$ cat config.mk
export PLATFORM = sky130hd
export DESIGN_NAME = lcd_frame_capture
export DESIGN_NICKNAME = d
export VERILOG_FILES = /design/src/rtl/lcd_frame_capture.sv
export SDC_FILE = /design/constraint.sdc
export NUM_CORES = 1
export LEC_CHECK = 0
export BUFFER_PORTS_ARGS = -buffer_cell sky130_fd_sc_hd__buf_2
export CORE_MARGIN = 4
export CORE_UTILIZATION = 54
export CTS_BUF_LIST = sky130_fd_sc_hd__clkbuf_8
export DETAILED_ROUTE_END_ITERATION = 10
export MAX_ROUTING_LAYER = met4
export PLACE_DENSITY_LB_ADDON = 0.08
export SLEW_MARGIN = 20
export SYNTH_ARGS = -nofsm -noshare
export SYNTH_HDL_FRONTEND = slang
export SYNTH_SLANG_ARGS = --single-unit
$ cat constraint.sdc
create_clock -name clk -period 5.9 [get_ports clk]
set_clock_uncertainty 0.05 [all_clocks]
set_input_delay 0.59 -clock clk [delete_from_list [all_inputs] [get_ports clk]]
set_output_delay 0.59 -clock clk [all_outputs]
set_load 0.02 [all_outputs]
$ cat src/rtl/lcd_frame_capture.sv
// SM510 LCD common/segment demux into a double-buffered 4x32 bitmap.
// Define LCD_GHOST_EN to OR the previous frame into reads (LCD persistence).
module lcd_frame_capture #(
    parameter int SETTLE_CYCLES = 4,
    parameter int BLANK_TIMEOUT = 1048576,
    parameter int TO_W          = 21
) (
    input  logic        clk,
    input  logic        rst,
    input  logic [15:0] segA,
    input  logic [15:0] segB,
    input  logic [3:0]  H,
    input  logic [6:0]  rd_addr,
    output logic        rd_data,
    output logic        frame_strobe,
    output logic        frame_valid,
    output logic        blank
);
    localparam int SW = $clog2(SETTLE_CYCLES + 1);
    localparam logic [TO_W-1:0] TO_MAX = TO_W'(BLANK_TIMEOUT);
    localparam logic [SW-1:0] SETTLE_LD = SW'(SETTLE_CYCLES - 1);

    typedef enum logic [1:0] {IDLE, SETTLE, CAPTURE} state_t;

    state_t          state;
    logic [3:0]      H_q;
    logic [31:0]     seg_q;
    logic [3:0]      last_h;
    logic [3:0]      h_cap;
    logic [3:0]      seen;
    logic [SW-1:0]   settle_cnt;
    logic [TO_W-1:0] to_cnt;
    logic [127:0]    work;
    logic [127:0]    disp;

    logic       h_ok;
    logic [1:0] row;
    logic       capture;
    logic       full;
    logic       swap;
    logic       to_hit;
    logic       rd_bit;

    function automatic logic [1:0] idx(input logic [3:0] h);
        logic [1:0] r;
        r = 2'd3;
        unique case (1'b1)
            h[0]:    r = 2'd0;
            h[1]:    r = 2'd1;
            h[2]:    r = 2'd2;
            default: r = 2'd3;
        endcase
        return r;
    endfunction

    always_comb begin
        h_ok    = (H_q != 4'd0) && ((H_q & (H_q - 4'd1)) == 4'd0);
        row     = idx(h_cap);
        capture = (state == CAPTURE);
        full    = ((seen | 4'b1000) == 4'hF);
        swap    = capture && (row == 2'd3) && full;
        to_hit  = !capture && (to_cnt == TO_MAX - TO_W'(1));
    end

`ifdef LCD_GHOST_EN
    logic [127:0] prev;

    always_ff @(posedge clk or negedge rst) begin
        if (!rst) begin
            prev <= '0;
        end else if (to_hit) begin
            prev <= '0;
        end else if (swap) begin
            prev <= disp;
        end
    end

    assign rd_bit = disp[rd_addr] | prev[rd_addr];
`else
    assign rd_bit = disp[rd_addr];
`endif

    always_ff @(posedge clk or negedge rst) begin
        if (!rst) begin
            state        <= IDLE;
            H_q          <= '0;
            seg_q        <= '0;
            last_h       <= '0;
            h_cap        <= '0;
            seen         <= '0;
            settle_cnt   <= '0;
            to_cnt       <= '0;
            work         <= '0;
            disp         <= '0;
            rd_data      <= 1'b0;
            frame_strobe <= 1'b0;
            frame_valid  <= 1'b0;
            blank        <= 1'b1;
        end else begin
            H_q          <= H;
            seg_q        <= {segB, segA};
            rd_data      <= rd_bit;
            frame_strobe <= 1'b0;

            if (capture)
                to_cnt <= '0;
            else if (to_cnt != TO_MAX)
                to_cnt <= to_cnt + TO_W'(1);

            unique case (state)
                IDLE: begin
                    if (h_ok && H_q != last_h) begin
                        state      <= SETTLE;
                        h_cap      <= H_q;
                        settle_cnt <= SETTLE_LD;
                    end
                end
                SETTLE: begin
                    // a common change mid-settle restarts phase detection
                    if (H_q != h_cap)
                        state <= IDLE;
                    else if (settle_cnt == '0)
                        state <= CAPTURE;
                    else
                        settle_cnt <= settle_cnt - SW'(1);
                end
                CAPTURE: begin
                    state                   <= IDLE;
                    work[{row, 5'd0} +: 32] <= seg_q;
                    last_h                  <= h_cap;
                    if (row == 2'd3)
                        seen <= '0;
                    else
                        seen <= seen | h_cap;
                    if (swap) begin
                        disp         <= {seg_q, work[95:0]};
                        frame_strobe <= 1'b1;
                        frame_valid  <= 1'b1;
                        blank        <= 1'b0;
                    end
                end
                default: state <= IDLE;
            endcase

            if (to_hit) begin
                blank       <= 1'b1;
                frame_valid <= 1'b0;
                disp        <= '0;
                work        <= '0;
                seen        <= '0;
            end
        end
    end
endmodule

==> load_flow_metrics.sql <==
INSERT INTO impl_metrics (metric_group, metric, value, unit) VALUES
('outcome', 'run_status', 'finished clean', ''),
('die', 'num_rows', '55', ''),
('flow_run', 'max_cap_violations', '0', ''),
('critical_path', 'worst_endpoint_required_time', '6330', 'ps'),
('logic_synthesis', 'synth_simple_gate_area_share', '0.133', ''),
('layout', 'layout_cells_sized_above_1', '0.158', ''),
('logic_synthesis', 'synthesis.area', '0.0125', 'mm2'),
('logic_synthesis', 'yosys_warnings', '0', ''),
('global_routing', 'initial_antenna_violation_count', '0', ''),
('die', 'dieArea', '0.0256', 'mm2'),
('global_routing', 'vias_in_the_first_global_route', '8715', ''),
('clock_tree', 'clkSlewWorstSetupHoldPaths', '60', 'ps'),
('global_routing', 'grt_pass1_wl', '46500', 'um'),
('power', 'p_leak', '0.00645', 'uW'),
('critical_path', 'cp.arrival', '3760', 'ps'),
('timing', 'rsz0062_at_grt', 'false', ''),
('die', 'floorplan.die.width', '160', 'um'),
('layout', 'area_of_the_multi_input_gates', '0.00457', 'mm2'),
('layout', 'register_area', '0.00753', 'mm2'),
('placement', 'hpwlAfterDp', '15500', 'um'),
('critical_path', 'timing.critical_path.to_type', 'flip-flop', ''),
('drt', 'totalWireLength', '28100', 'um'),
('layout', 'final_cells', '1465', ''),
('timing', 'post-route-min-period', '3330', 'ps'),
('drt', 'detail_route.wl_per_cell', '19.2', 'um'),
('clock_tree', 'tritoncts', 'yes', ''),
('timing', 'timing.final.hold_violations', '0', ''),
('logic_synthesis', 'syn_area_per_cell', '11.3', 'um2'),
('clock_tree', 'clockBufferDepth', '3', ''),
('power', 'irDropWorstVdd', '0.318', 'mV'),
('die', 'design.core.area', '0.0227', 'mm2'),
('drt', 'post_detailed_route_via_to_cell_ratio', '5.80', ''),
('clock_tree', 'numCtsBuffers', '50', ''),
('logic_synthesis', 'yosysUniqueCellTypes', '54', ''),
('drt', 'drt.antenna.violating_nets', '0', ''),
('timing', 'fin_crit_sh', '0.564', ''),
('layout', 'syn_to_layout_area_delta', '11.8', '%'),
('global_routing', 'grtUsageTotal', '0.229', ''),
('die', 'die-height', '160', 'um'),
('timing', 'totalNegativeSetupSlack', '0', 'ps'),
('timing', 'tightestPinTransition', '1130', 'ps'),
('clock_tree', 'post_cts_resize_count', '0', ''),
('logic_synthesis', 'synthAdderAreaFrac', '0.00701', ''),
('hold_path', 'type_of_the_most_critical_hold_path', 'input pin to flip-flop', ''),
('logic_synthesis', 'synth.yosys.seq_area_share', '0.603', ''),
('die', 'pin_count', '49', ''),
('placement', 'number_of_buffer_cells_added_on_primary_ports', '48', ''),
('drt', 'post-route-drc-count', '0', ''),
('clock_tree', 'cts_setup_buffers', '0', ''),
('clock_tree', 'cts_max_level', '2', ''),
('placement', 'dpl.cell_count', '1373', ''),
('layout', 'layout.core_utilization', '0.615', ''),
('logic_synthesis', 'area_fraction_in_compound_gates_after_synthesis', '0.134', ''),
('clock_tree', 'ctsRootBufferMaster', 'sky130_fd_sc_hd__clkbuf_8', ''),
('critical_path', 'critical_path_class', 'flip-flop to flip-flop', ''),
('drt', 'via_count', '8504', ''),
('die', 'initial_core_util', '0.550', ''),
('logic_synthesis', 'synth.ff_latch_count', '301', ''),
('clock_tree', 'cts.sinks', '301', ''),
('logic_synthesis', 'synth-xor-area-share', '0.0189', ''),
('logic_synthesis', 'netlist_instances', '1107', ''),
('power', 'power_density', '308', 'mW/mm2'),
('clock_tree', 'clock_latency', '570', 'ps'),
('drt', 'drt_pass1_iterations', '5', ''),
('placement', 'gp_congestion', '0.810', ''),
('drt', 'detail_route.iter0.violations', '689', ''),
('global_routing', 'grt_start_max_net_pins', '133', ''),
('global_routing', 'grt_overflow_total', '0', ''),
('layout', 'total_nets_final', '1195', ''),
('logic_synthesis', 'mapped_nets', '1159', ''),
('critical_path', 'nature_of_the_critical_path_startpoint', 'flip-flop', ''),
('layout', 'antenna_cells_inserted', '0', ''),
('timing', 'slew_viol_final', '0', ''),
('logic_synthesis', 'synth_top_family_by_area', 'compound AO/OA/AOI/OAI gates', ''),
('timing', 'max_slew_margin', '0.245', ''),
('logic_synthesis', 'synth_mux_area_frac', '0.0693', ''),
('clock_tree', 'post_cts_hold_buffer_count', '0', ''),
('timing', 'max_freq', '300', 'MHz'),
('critical_path', 'worst-path-max-fanout', '85', ''),
('timing', 'timing.final.setup_violations', '0', ''),
('layout', 'final.fill_count', '1867', '');
-- stage by stage --
| stage | setup WS, ps | hold WS [ps] | cell area (um2) | power [uW] |
|---|---|---|---|---|
| after floorplan | 3540 | 244 | 12500 | 2330 |
| after global placement | 2670 | 412 | 12900 | 2440 |
| after detailed placement | 2580 | 416 | 12900 | 2440 |
| after CTS | 2560 | 33.8 | 13900 | 4360 |
| after global routing | 2280 | 40.1 | 14000 | 4490 |
| final | 2570 | 74.6 | 14000 | 4300 |
-- cell usage after synthesis (all sizes together) --
library cell | instances | share of area
dfrtp | 300 | 0.60
nand2 | 281 | 0.084
o21ai | 106 | 0.042
a22o | 96 | 0.067
clkbuf | 51 | 0.015
a21oi | 42 | 0.017
nor2 | 34 | 0.010
mux4 | 33 | 0.059
buf | 27 | 0.015
xor2 | 19 | 0.013
nand3 | 16 | 0.0072
inv | 11 | 0.0033
mux2i | 10 | 0.0080
nor4 | 10 | 0.0062
nand4 | 9 | 0.0050
xnor2 | 8 | 0.0056
ha | 7 | 0.0070
nor2b | 6 | 0.0030
nor3 | 5 | 0.0020
nand2b | 4 | 0.0020
or3 | 3 | 0.0019
a2111oi | 2 | 0.0029
and3b | 2 | 0.0014
and4 | 2 | 0.0014
mux2 | 2 | 0.0018
nand3b | 2 | 0.0012
nand4b | 2 | 0.0014
nor4b | 2 | 0.0014
a21o | 1 | 0.00060
a221oi | 1 | 0.00070
a22oi | 1 | 0.00060
a2bb2oi | 1 | 0.00070
a31oi | 1 | 0.00050
and2 | 1 | 0.00050
and3 | 1 | 0.00050
and4b | 1 | 0.00080
dfstp | 1 | 0.0021
nor3b | 1 | 0.00060
o211ai | 1 | 0.00060
o22ai | 1 | 0.00050
or2 | 1 | 0.00050
or3b | 1 | 0.00070
or4 | 1 | 0.00090
-- registers in the layout, indices dropped and copies added (netlist names) --
name          flops
h_cap             4
seen              3
rd_data           1
seg_q            32
work             96
disp            128
to_cnt           21
frame_strobe      1
last_h            4
settle_cnt        3
state             2
blank             1
frame_valid       1
H_q               4
-- report_power, final --
| group | switching [uW] | internal (uW) |
|---|---|---|
| registers | 69.2 | 2120 |
| clock network | 817 | 1080 |
| logic | 135 | 85.9 |
-- path summary, 6_finish.rpt --
check,cells after the start,end,startpoint,slack (ps)
min reg2reg,2,disp[61],work[61],430
max reg2reg,10,disp[120],h_cap[1],2570
min,1,seg_q[11],segA[11],70
max in group asynchronous,4,disp[21],rst,3990
max,10,disp[120],h_cap[1],2570
min in group asynchronous,2,seg_q[11],rst,470
-- critical path: stages, from the launching register on --
cell,delay (ps)
sky130_fd_sc_hd__dfrtp_1,420
sky130_fd_sc_hd__inv_1,210
sky130_fd_sc_hd__ha_1,200
sky130_fd_sc_hd__nand2b_1,140
sky130_fd_sc_hd__a21oi_1,270
sky130_fd_sc_hd__nand4_1,130
sky130_fd_sc_hd__buf_4,260
sky130_fd_sc_hd__inv_4,700
sky130_fd_sc_hd__buf_4,580
sky130_fd_sc_hd__nand2_1,100
sky130_fd_sc_hd__a21oi_1,140
-- per-layer routing --
layer | vias to the layer above | wire (um) | track usage
met5 | - | 0 | -
met4 | 0 | 576 | 0.0637
met3 | 47 | 1280 | 0.0418
met2 | 183 | 13000 | 0.341
met1 | 4345 | 13200 | 0.328
li1 | 3929 | - | -
-- placed cells by master, fill, tap and decap left out, types with 2 or more instances in the layout --
master / Yosys / final
sky130_fd_sc_hd__a21oi_1: 40 / 39
sky130_fd_sc_hd__and3b_1: 2 / 2
sky130_fd_sc_hd__nor2_2: 1 / 2
sky130_fd_sc_hd__nand2_1: 281 / 281
sky130_fd_sc_hd__nand3_1: 14 / 14
sky130_fd_sc_hd__ha_1: 7 / 7
sky130_fd_sc_hd__a21oi_4: 0 / 3
sky130_fd_sc_hd__nand2b_1: 4 / 4
sky130_fd_sc_hd__nand4b_1: 2 / 2
sky130_fd_sc_hd__o21ai_0: 105 / 105
sky130_fd_sc_hd__clkbuf_8: 0 / 62
sky130_fd_sc_hd__buf_4: 0 / 11
sky130_fd_sc_hd__nand3b_1: 2 / 2
sky130_fd_sc_hd__or3_1: 2 / 2
sky130_fd_sc_hd__mux2i_1: 10 / 10
sky130_fd_sc_hd__clkinv_2: 0 / 7
sky130_fd_sc_hd__and4_1: 2 / 2
sky130_fd_sc_hd__mux4_2: 33 / 33
sky130_fd_sc_hd__inv_1: 10 / 25
sky130_fd_sc_hd__buf_16: 0 / 2
sky130_fd_sc_hd__nor4_1: 9 / 9
sky130_fd_sc_hd__nor4b_1: 2 / 2
sky130_fd_sc_hd__dfrtp_1: 300 / 300
sky130_fd_sc_hd__nand3_2: 2 / 2
sky130_fd_sc_hd__a22o_1: 96 / 96
sky130_fd_sc_hd__xor2_1: 19 / 19
sky130_fd_sc_hd__nor2_1: 33 / 32
sky130_fd_sc_hd__nand4_1: 8 / 8
sky130_fd_sc_hd__bufinv_16: 0 / 3
sky130_fd_sc_hd__nor3_1: 5 / 4
sky130_fd_sc_hd__mux2_1: 2 / 2
sky130_fd_sc_hd__xnor2_1: 8 / 8
sky130_fd_sc_hd__buf_2: 13 / 46
sky130_fd_sc_hd__nor2b_1: 6 / 5
-- logic make-up (layout without fill, tap and decap cells) --
logic type | after synthesis | after routing
adder cells (fa/ha/maj) | 7 | 7
multiplexers | 45 | 45
flip-flops | 301 | 301
XOR/XNOR | 27 | 27
AO/OA/AOI/OAI | 253 | 253
AND/OR/NAND/NOR | 385 | 385
buffers and inverters | 89 | 162
-- final cells by class --
class / instances / share of cell area
timing repair buffer: 62 / 0.0296
clock inverter: 27 / 0.0138
tap: 285 / 0.0255
clock buffer: 62 / 0.0611
multi-input combinational: 717 / 0.327
sequential: 301 / 0.539
inverter: 11 / 0.00314
Power figures use the tool's default switching activity.
